## src/rtl/mac_result_drain_if.sv

```systemverilog
// Result stream from mac_result_drain to the output writer.
// Ports (signals):
//   out_valid  FIFO head valid (driven by master)
//   out_ready  consumer accepts head (driven by slave)
//   out_data   processed signed result word
//   out_idx    accumulator slot index of out_data
//   out_last   high with the final slot of a drain
interface mac_result_drain_if #(
    parameter int unsigned OUT_W = 8,
    parameter int unsigned IDX_W = 3
);
    logic             out_valid;
    logic             out_ready;
    logic [OUT_W-1:0] out_data;
    logic [IDX_W-1:0] out_idx;
    logic             out_last;

    modport master (
        output out_valid,
        output out_data,
        output out_idx,
        output out_last,
        input  out_ready
    );

    modport slave (
        input  out_valid,
        input  out_data,
        input  out_idx,
        input  out_last,
        output out_ready
    );
endinterface

```

## src/rtl/mac_result_drain.sv

```systemverilog
// Drains one mac PE's accumulators. A shadow register file tracks every mac result write; a flush
// snapshots it and streams each slot, shifted / ReLU'd / saturated, through a small output FIFO.
// Ports:
//   clk, rst     clock and synchronous active-high reset
//   mac_valid    mac result valid; writes mac_acc into shadow[mac_tag]
//   mac_acc      signed accumulator value
//   mac_tag      slot index of mac_acc
//   clear        zeroes the shadow file (wins over mac_valid)
//   flush        start a drain of all slots (accepted only when idle)
//   shift        arithmetic right-shift amount, captured with flush
//   relu_en      clamp negatives to zero, captured with flush
//   out_if       result stream (valid/ready, data, idx, last)
//   busy         drain in progress
//   done         one-cycle pulse when the last word has been accepted
module mac_result_drain #(
    parameter int unsigned ACC_W      = 16,
    parameter int unsigned OUT_W      = 8,
    parameter int unsigned NUM_ACC    = 8,
    parameter int unsigned FIFO_DEPTH = 4,
    localparam int unsigned IDX_W     = $clog2(NUM_ACC)
) (
    input  logic                    clk,
    input  logic                    rst,
    input  logic                    mac_valid,
    input  logic signed [ACC_W-1:0] mac_acc,
    input  logic [IDX_W-1:0]        mac_tag,
    input  logic                    clear,
    input  logic                    flush,
    input  logic [3:0]              shift,
    input  logic                    relu_en,
    mac_result_drain_if.master      out_if,
    output logic                    busy,
    output logic                    done
);
    localparam int unsigned PtrW = $clog2(FIFO_DEPTH);
    localparam int unsigned EntW = OUT_W + IDX_W + 1;
    localparam logic signed [ACC_W-1:0] SatMin = {ACC_W{1'b1}} << (OUT_W - 1);
    localparam logic signed [ACC_W-1:0] SatMax = ~SatMin;

    typedef enum logic [1:0] {StIdle, StDrain, StTail} state_e;

    state_e             state_q, state_d;
    logic [ACC_W-1:0]   shadow_q [NUM_ACC];
    logic [ACC_W-1:0]   shadow_d [NUM_ACC];
    logic [ACC_W-1:0]   snap_q   [NUM_ACC];
    logic [ACC_W-1:0]   snap_d   [NUM_ACC];
    logic [3:0]         shift_q, shift_d;
    logic               relu_q, relu_d;
    logic [IDX_W-1:0]   idx_q, idx_d;
    logic               done_q, done_d;
    logic [EntW-1:0]    fifo_q [FIFO_DEPTH];
    logic [EntW-1:0]    fifo_d [FIFO_DEPTH];
    // Pointers carry an extra wrap bit to tell full from empty.
    logic [PtrW:0]      wr_q, wr_d, rd_q, rd_d;

    logic               empty, full, pop, push, last_slot;
    logic [EntW-1:0]    head;
    logic signed [ACC_W-1:0] shifted, clamped;
    logic [OUT_W-1:0]   proc_data;

    // Shadow file follows the mac in every state.
    always_comb begin
        shadow_d = shadow_q;
        if (clear) begin
            for (int i = 0; i < NUM_ACC; i++) shadow_d[i] = '0;
        end else if (mac_valid) begin
            shadow_d[mac_tag] = mac_acc;
        end
    end

    // Post-processing of the current snapshot slot.
    always_comb begin
        shifted = $signed(snap_q[idx_q]) >>> shift_q;
        if (relu_q && shifted[ACC_W-1]) shifted = '0;
        if (shifted > SatMax)      clamped = SatMax;
        else if (shifted < SatMin) clamped = SatMin;
        else                       clamped = shifted;
        proc_data = clamped[OUT_W-1:0];
    end

    assign empty     = (wr_q == rd_q);
    assign full      = (wr_q[PtrW] != rd_q[PtrW]) && (wr_q[PtrW-1:0] == rd_q[PtrW-1:0]);
    assign pop       = !empty && out_if.out_ready;
    // A full FIFO still takes a word in the cycle its head leaves.
    assign push      = (state_q == StDrain) && (!full || pop);
    assign last_slot = (idx_q == IDX_W'(NUM_ACC - 1));
    assign head      = fifo_q[rd_q[PtrW-1:0]];

    always_comb begin
        fifo_d = fifo_q;
        wr_d   = wr_q;
        rd_d   = rd_q;
        if (push) begin
            fifo_d[wr_q[PtrW-1:0]] = {last_slot, idx_q, proc_data};
            wr_d = wr_q + 1'b1;
        end
        if (pop) rd_d = rd_q + 1'b1;
    end

    always_comb begin
        state_d = state_q;
        snap_d  = snap_q;
        shift_d = shift_q;
        relu_d  = relu_q;
        idx_d   = idx_q;
        done_d  = 1'b0;
        unique case (state_q)
            StIdle: begin
                if (flush) begin
                    // Snapshot includes any write or clear landing this same cycle.
                    snap_d  = shadow_d;
                    shift_d = shift;
                    relu_d  = relu_en;
                    idx_d   = '0;
                    state_d = StDrain;
                end
            end
            StDrain: begin
                if (push) begin
                    idx_d = idx_q + 1'b1;
                    if (last_slot) state_d = StTail;
                end
            end
            StTail: begin
                if (pop && head[EntW-1]) begin
                    state_d = StIdle;
                    done_d  = 1'b1;
                end
            end
            default: state_d = StIdle;
        endcase
    end

    always_ff @(posedge clk) begin
        if (rst) begin
            state_q <= StIdle;
            shift_q <= '0;
            relu_q  <= 1'b0;
            idx_q   <= '0;
            done_q  <= 1'b0;
            wr_q    <= '0;
            rd_q    <= '0;
            for (int i = 0; i < NUM_ACC; i++) begin
                shadow_q[i] <= '0;
                snap_q[i]   <= '0;
            end
            for (int i = 0; i < FIFO_DEPTH; i++) fifo_q[i] <= '0;
        end else begin
            state_q  <= state_d;
            shift_q  <= shift_d;
            relu_q   <= relu_d;
            idx_q    <= idx_d;
            done_q   <= done_d;
            wr_q     <= wr_d;
            rd_q     <= rd_d;
            shadow_q <= shadow_d;
            snap_q   <= snap_d;
            fifo_q   <= fifo_d;
        end
    end

    assign out_if.out_valid = !empty;
    assign out_if.out_data  = head[OUT_W-1:0];
    assign out_if.out_idx   = head[OUT_W +: IDX_W];
    assign out_if.out_last  = head[EntW-1];
    assign busy             = (state_q != StIdle);
    assign done             = done_q;
endmodule

```

## src/flat_wrapper.sv

```systemverilog
// flat-port wrapper written by rule: the top's interface ports become plain ports
module mac_result_drain_flat 
#(
    parameter int unsigned ACC_W      = 16,
    parameter int unsigned OUT_W      = 8,
    parameter int unsigned NUM_ACC    = 8,
    parameter int unsigned FIFO_DEPTH = 4,
    localparam int unsigned IDX_W     = $clog2(NUM_ACC)
)
  (clk, rst, mac_valid, mac_acc, mac_tag, clear, flush, shift, relu_en, busy, done, out_if_out_valid, out_if_out_data, out_if_out_idx, out_if_out_last, out_if_out_ready);
  mac_result_drain_if #(.OUT_W(OUT_W), .IDX_W(3)) out_if_i ();
  input  logic clk;
  input  logic rst;
  input  logic mac_valid;
  input  logic signed [ACC_W-1:0] mac_acc;
  input  logic [IDX_W-1:0] mac_tag;
  input  logic clear;
  input  logic flush;
  input  logic [3:0] shift;
  input  logic relu_en;
  output logic busy;
  output logic done;
  output wire logic [$bits(out_if_i.out_valid)-1:0] out_if_out_valid;
  output wire logic [$bits(out_if_i.out_data)-1:0] out_if_out_data;
  output wire logic [$bits(out_if_i.out_idx)-1:0] out_if_out_idx;
  output wire logic [$bits(out_if_i.out_last)-1:0] out_if_out_last;
  input wire logic [$bits(out_if_i.out_ready)-1:0] out_if_out_ready;
  assign out_if_out_valid = out_if_i.out_valid;
  assign out_if_out_data = out_if_i.out_data;
  assign out_if_out_idx = out_if_i.out_idx;
  assign out_if_out_last = out_if_i.out_last;
  assign out_if_i.out_ready = out_if_out_ready;
  mac_result_drain #(.ACC_W(ACC_W), .OUT_W(OUT_W), .NUM_ACC(NUM_ACC), .FIFO_DEPTH(FIFO_DEPTH)) u_core (.clk(clk), .rst(rst), .mac_valid(mac_valid), .mac_acc(mac_acc), .mac_tag(mac_tag), .clear(clear), .flush(flush), .shift(shift), .relu_en(relu_en), .out_if(out_if_i), .busy(busy), .done(done));
endmodule
```

## config.mk

```make
export PLATFORM = sky130hd
export DESIGN_NAME = mac_result_drain_flat
export DESIGN_NICKNAME = d
export VERILOG_FILES = /design/src/rtl/mac_result_drain_if.sv /design/src/rtl/mac_result_drain.sv /design/src/flat_wrapper.sv
export SDC_FILE = /design/constraint.sdc
export NUM_CORES = 1
export LEC_CHECK = 0
export ABC_AREA = 1
export CORE_AREA = 2 2 170 172
export DETAILED_ROUTE_END_ITERATION = 16
export DIE_AREA = 0 0 172 174
export PLACE_DENSITY = 0.66
export SLEW_MARGIN = 20
export SYNTH_ARGS = -nofsm -noshare
export SYNTH_HDL_FRONTEND = slang
export SYNTH_SLANG_ARGS = --single-unit
```

## constraint.sdc

```tcl
create_clock -name clk -period 2.6 [get_ports clk]
set_clock_uncertainty 0.15 [all_clocks]
set_input_delay 0.65 -clock clk [delete_from_list [all_inputs] [get_ports clk]]
set_output_delay 0.65 -clock clk [all_outputs]
set_load 0.02 [all_outputs]
```

==> impl_metrics.toml, run 1 <==
[clock_network]
clkTransAtPathRegs_ns = 0.06
clock_path_buffers = 3
clock-root-buffer = "clkbuf_16"
htree_levels = 2
clkLatencyLatePin_ns = 0.52
hold_buffers = 0
cts_tree = "yes"
cts.sinks = 321
numCtsBuffers = 35

[critical_path]
worstSetupStartpointType = "flop"
critPathMaxFanout = 9
path_class = "flop to flop"
arrival_ns = 2.85
critPathRequiredTime_ns = 2.86
end_kind = "flop"

[synth]
synth_common_cells = "nand2_1, dfxtp_1, nor2_1, o21ai_0, a21oi_1"
synth-main-ff-cell = "dfxtp_1"
synth_cell_types = 27
yosys-top-cells-area = "dfxtp_1, nand2_1, o21ai_0, o211ai_1, a21oi_1"
ys_ff_latch = 321
syn_inst = 1905
netlist_area_um2 = 13800
yosysWarnings = 0
synth_nets = 1942
avgSynthCellArea_um2 = 7.26
synth.most_common_cell = "nand2_1"
async_reset_ff_share_pct = 0
synth.top_cell.area_share_pct = 46.5
synth_area_leader_cell = "dfxtp_1"
synth_edf_count = 0
yosysSeqAreaShare_pct = 46.5

[sta]
slew_viol_final = 0
maxSlewHeadroom_pct = 61.8
finalSetupViolations = 0
rsz0062_at_grt = "yes"
fin_crit_sh_pct = 99.8
setup_tns_ns = 0
final-hold-violation-count = 0
layout_min_cycle_time_ns = 2.59
worst_pin_slew_ns = 0.573
fmax_ghz = 0.385

[grt]
grt_max_degree = 113
gr-total-overflow = 0
antenna_found_initial = 1
grt.total_usage_pct = 25.9
grt_pass1_wl_um = 62800
grt_pass1_vias = 12000

[drt]
wl_per_cell_um = 17.0
drtIter0Drc = 1107
drc = 0
vias = 13000
antenna_left = 0
drt_wl_total_um = 39500
vias_per_cell = 5.58
dr.pass1.iters = 5

[placement]
gp_congestion = 0.872
portBuffers = 44
dp_hpwl_um = 23500

[floorplanning]
core_area_um2 = 28200
rows = 62
dieArea_um2 = 29900
io_pins = 45
die_w_um = 172
start_util_pct = 49.0
die_h_um = 174

[pwr]
p_leak_uw = 0.00669
power_density_nw_per_um2 = 749
power_uw = 12500
vdd_drop_max_mv = 0.573

[layout]
filler_cell_count = 2570
layout.nets = 1955
area_delta_synth_final_pct = 20.3
multi_input_area_um2 = 6540
drive_gt1_share_pct = 10.8
seqCellArea_um2 = 6430

[status]
status = "complete, no violations"

[run]
maxCapViolations = 0

[min_path]
hp-class = "flop to flop"
-- layout make-up --
class | count | area share [%]
tap | 384 | 2.89
timing repair buffer | 124 | 9.34
clock inverter | 9 | 0.677
multi-input combinational | 1301 | 39.3
clock buffer | 50 | 5.97
inverter | 135 | 3.14
sequential | 321 | 38.7
antenna | 1 | 0.0150
-- worst paths after layout --
check,from,cells past startpoint,slack [ns],to
setup reg to reg,u_core.idx_q[0],16,0.005,u_core.fifo_q[13]
setup / recovery,u_core.idx_q[0],16,0.005,u_core.fifo_q[13]
hold / removal,u_core.shift_q[0],2,0.31,u_core.shift_q[0]
hold reg to reg,u_core.shift_q[0],2,0.31,u_core.shift_q[0]
-- logic make-up (layout without fill, tap and decap cells) --
| kind of cell | Yosys count | after routing | share of synthesized area, % |
|---|---|---|---|
| other | 0 | 1 | 0 |
| AND/OR/NAND/NOR | 690 | 693 | 19.9 |
| buffers and inverters | 286 | 318 | 8.29 |
| AO/OA/AOI/OAI | 599 | 599 | 24.6 |
| flip-flops | 321 | 321 | 46.5 |
| adder cells (fa/ha/maj) | 7 | 7 | 0.633 |
| XOR/XNOR | 2 | 2 | 0.127 |
-- per-stage QoR --
stage	setup slack [ns]	hold WS [ns]	utilization, %	instance area, um^2	cells
final	0.00531	0.306	58.9	16600	2325
after global routing	-0.175	0.328	58.9	16600	2325
after CTS	0.0104	0.309	57.2	16200	2308
after detailed placement	0.0208	0.302	53.3	15000	2249
after global placement	0.0431	0.299	53.3	15000	2249
after floorplan	0.340	0.290	-	13800	1905
-- state kept, by name (all words and copies together), names as in the netlist --
name / flops
u_core.state_q: 2
u_core.relu_q: 1
u_core.shadow_q: 128
u_core.rd_q: 3
u_core.snap_q: 128
u_core.shift_q: 4
u_core.idx_q: 3
u_core.done: 1
u_core.wr_q: 3
u_core.fifo_q: 48
-- power breakdown --
group          switching (uW)  total [uW]  internal (uW)
registers                 121        5270           5150
clock network            1980        4840           2860
logic                    1490        2350            858
-- layout by cell type, fill, tap and decap left out, types with 3 or more instances in the layout --
master             n
dfxtp_1          318
nand2_1          307
nor2_1           228
o21ai_0          226
a21oi_1          182
inv_1            124
o211ai_1         123
nand3_1           98
clkbuf_16         41
buf_4             36
buf_12            34
clkdlybuf4s50_1   30
o21a_1            29
o21ai_1           21
nand3_2           18
nor2_2            14
nand2_2           14
o22ai_1           11
clkbuf_1          10
nand2_4            8
ha_1               7
clkinv_2           5
buf_6              5
clkinv_1           4
clkbuf_8           4
clkdlybuf4s15_1    4
dlygate4sd2_1      4
clkbuf_2           4
inv_2              3
o21ai_2            3
-- routing by layer --
| layer | share of wire, % | vias to the layer above | track usage, % | wire length [um] |
|---|---|---|---|---|
| li1 | - | 6429 | - | - |
| met1 | 46 | 6125 | 35.2 | 18200 |
| met2 | 46 | 344 | 42.6 | 18300 |
| met3 | 4.9 | 75 | 3.14 | 1950 |
| met4 | 2.7 | 0 | 8.47 | 1080 |
| met5 | 0 | - | 0 | 0 |
-- critical path, cell delays in order (launching register included) --
cell and delay [ns]:
dfxtp_4 0.45, buf_6 0.13, buf_8 0.12, nand2_1 0.06, nand3_1 0.09, nand3_2 0.10, nand2_4 0.15, buf_6 0.20
nor2_1 0.06, inv_1 0.14, nand2_2 0.10, nor3_4 0.23, nand2_4 0.16, nand2_4 0.15, nand3_1 0.09, nand2_1 0.06
inv_1 0.03
-- what timing repair did --
action	4_1_cts	5_1_grt
endpoints found under the hold margin	0	0
setup buffers	0	8
resized for setup	18	96
endpoints found under the setup margin	41	40
cloned	0	8
pin swaps	0	20
(Power assumes the default switching activity.)
==> inputs of run 2 (changes only) <==
- CORE_AREA: 2 2 170 172 -> 2 2 202 204
- DIE_AREA: 0 0 172 174 -> 0 0 204 206
- PLACE_DENSITY: 0.66 -> default
==> run 2 against run 1 <==
Largest cell class unchanged; critical path type unchanged; die area grew 40%; non-clock buffer count is 10 lower; sequential share of layout area increased by 0.28 points; utilization decreased by 18 points; largest power group unchanged.
==> impl_metrics.toml, run 2 (synthesis results as in run 1) <==
[critical_path]
arrival_ns = 2.85
critPathRequiredTime_ns = 2.86
end_kind = "flop"
critPathMaxFanout = 15
r2r_slack_ns = 0.02
path_class = "flop to flop"
reg2reg_depth = 16
worstSetupStartpointType = "flop"

[placement]
dp_hpwl_um = 24100
gp_congestion = 0.818
dpl_cell_area_um2 = 15200
portBuffers = 44

[pwr]
pwr-share-comb_pct = 18.7
vdd_drop_max_mv = 0.381
switching_share_pct = 30.0
power_uw = 12200
seq_power_share_pct = 43.4
p_leak_uw = 0.00654
internal_power_uw = 8510
p_switching_uw = 3650
clkPwrFrac_pct = 37.9
power_density_nw_per_um2 = 736

[floorplanning]
core_area_um2 = 40200
dieArea_um2 = 42000
die_h_um = 206
rows = 74
die_w_um = 204
start_util_pct = 34.4
io_pins = 45

[run]
maxCapViolations = 0

[grt]
grt.total_usage_pct = 19.4
grt_pass1_wl_um = 65200
grt_max_degree = 138
grt_pass1_vias = 11900
antenna_found_initial = 0
gr-total-overflow = 0

[status]
status = "complete, no violations"

[sta]
rsz0062_at_grt = "yes"
finalSetupViolations = 0
fin_crit_sh_pct = 99.3
hold_ws_ns = 0.316
fmax_ghz = 0.387
slew_viol_final = 0
maxSlewHeadroom_pct = 51.0
layout_min_cycle_time_ns = 2.58
final-hold-violation-count = 0
worst_pin_slew_ns = 0.735

[drt]
vias = 12700
met1Wirelength_um = 19600
drc = 0
route.met3.wl_um = 2090
antenna_left = 0
dr.pass1.iters = 5
drtIter0Drc = 811
wl_per_cell_um = 16.6
highest_layer = "met4"
route.met2.wl_um = 18300
drt_wl_total_um = 40800
vias_per_cell = 5.15

[clock_network]
cts_tree = "yes"
clkLatencyLatePin_ns = 0.54
htree_levels = 2
numCtsBuffers = 35
cts.sinks = 321
clock_path_buffers = 3
clock-root-buffer = "clkbuf_16"
clkTransAtPathRegs_ns = 0.06

[layout]
layout_commonest_cell = "dfxtp_1"
layout.nets = 1945
utilization_pct = 41.1
area_delta_synth_final_pct = 19.5
final_cell_mix = "dfxtp_1, nand2_1, nor2_1"
diodes = 0
final_cell_area_um2 = 16500
reg_top3 = "u_core.shadow_q: 128 flops, u_core.snap_q: 128 flops, u_core.fifo_q: 48 flops"
drive_gt1_share_pct = 10.1

[min_path]
min_delay_path_depth = 2
hp-class = "flop to flop"
[run 2: timing repair]
action / 4_1_cts / 5_1_grt
gates cloned: 3 / 2
hold buffers: 0 / 0
buffers inserted: 0 / 2
setup endpoints to repair: 41 / 38
pin swaps: 3 / 5
gates resized for setup: 49 / 60
[run 2: final timing paths]
check | start | end
setup / recovery | u_core.idx_q[0] | u_core.fifo_q[25]
hold / removal | u_core.fifo_q[35] | u_core.fifo_q[35]
setup reg to reg | u_core.idx_q[0] | u_core.fifo_q[25]
hold reg to reg | u_core.fifo_q[35] | u_core.fifo_q[35]
[run 2: power groups by stage]
| stage | Sequential (uW) | Combinational (uW) | Clock, uW |
|---|---|---|---|
| after floorplan | 5340 | 1370 | 0 |
| after global placement | 5380 | 2100 | 0 |
| after detailed placement | 5380 | 2130 | 0 |
| after CTS | 5270 | 2190 | 4710 |
| after global routing | 5300 | 2520 | 4920 |
| final | 5280 | 2280 | 4610 |
[run 2: area by class of cell]
type                            instances  area (um^2)
Inverter                              135          523
Fill cell                            4159        23700
Tap cell                              532          666
Clock buffer                           45          933
Timing Repair Buffer                  114         1380
Sequential cell                       321         6430
Multi-Input combinational cell       1301         6480
Clock inverter                         15          105
[run 2: per-stage QoR]
step	std cells	setup slack (ns)	setup TNS [ns]
CTS	2459	0.00264	0
floorplan	1905	0.340	0
detailed placement	2396	-0.0673	-1.19
global route	2463	-0.147	-3.49
finish	2463	0.0172	0
global placement	2396	-0.0375	-0.728
[run 2: worst max-delay path, stage by stage, from the launching register on]
cell	delay, ns
dfxtp_4	0.39
inv_8	0.10
buf_8	0.15
nand2_1	0.08
nand3_1	0.06
nand3_1	0.09
nand2_2	0.15
buf_8	0.20
nor2_1	0.06
inv_1	0.15
nand2_2	0.10
nor3_4	0.24
nand2_4	0.18
nand2_4	0.16
nand3_1	0.09
nand2_1	0.06
inv_1	0.04
[run 2: metal layers]
metal	vias up	GRT usage (%)
li1	6396	-
met1	5931	27.1
met2	296	31.0
met3	51	2.76
met4	0	5.59
met5	-	0
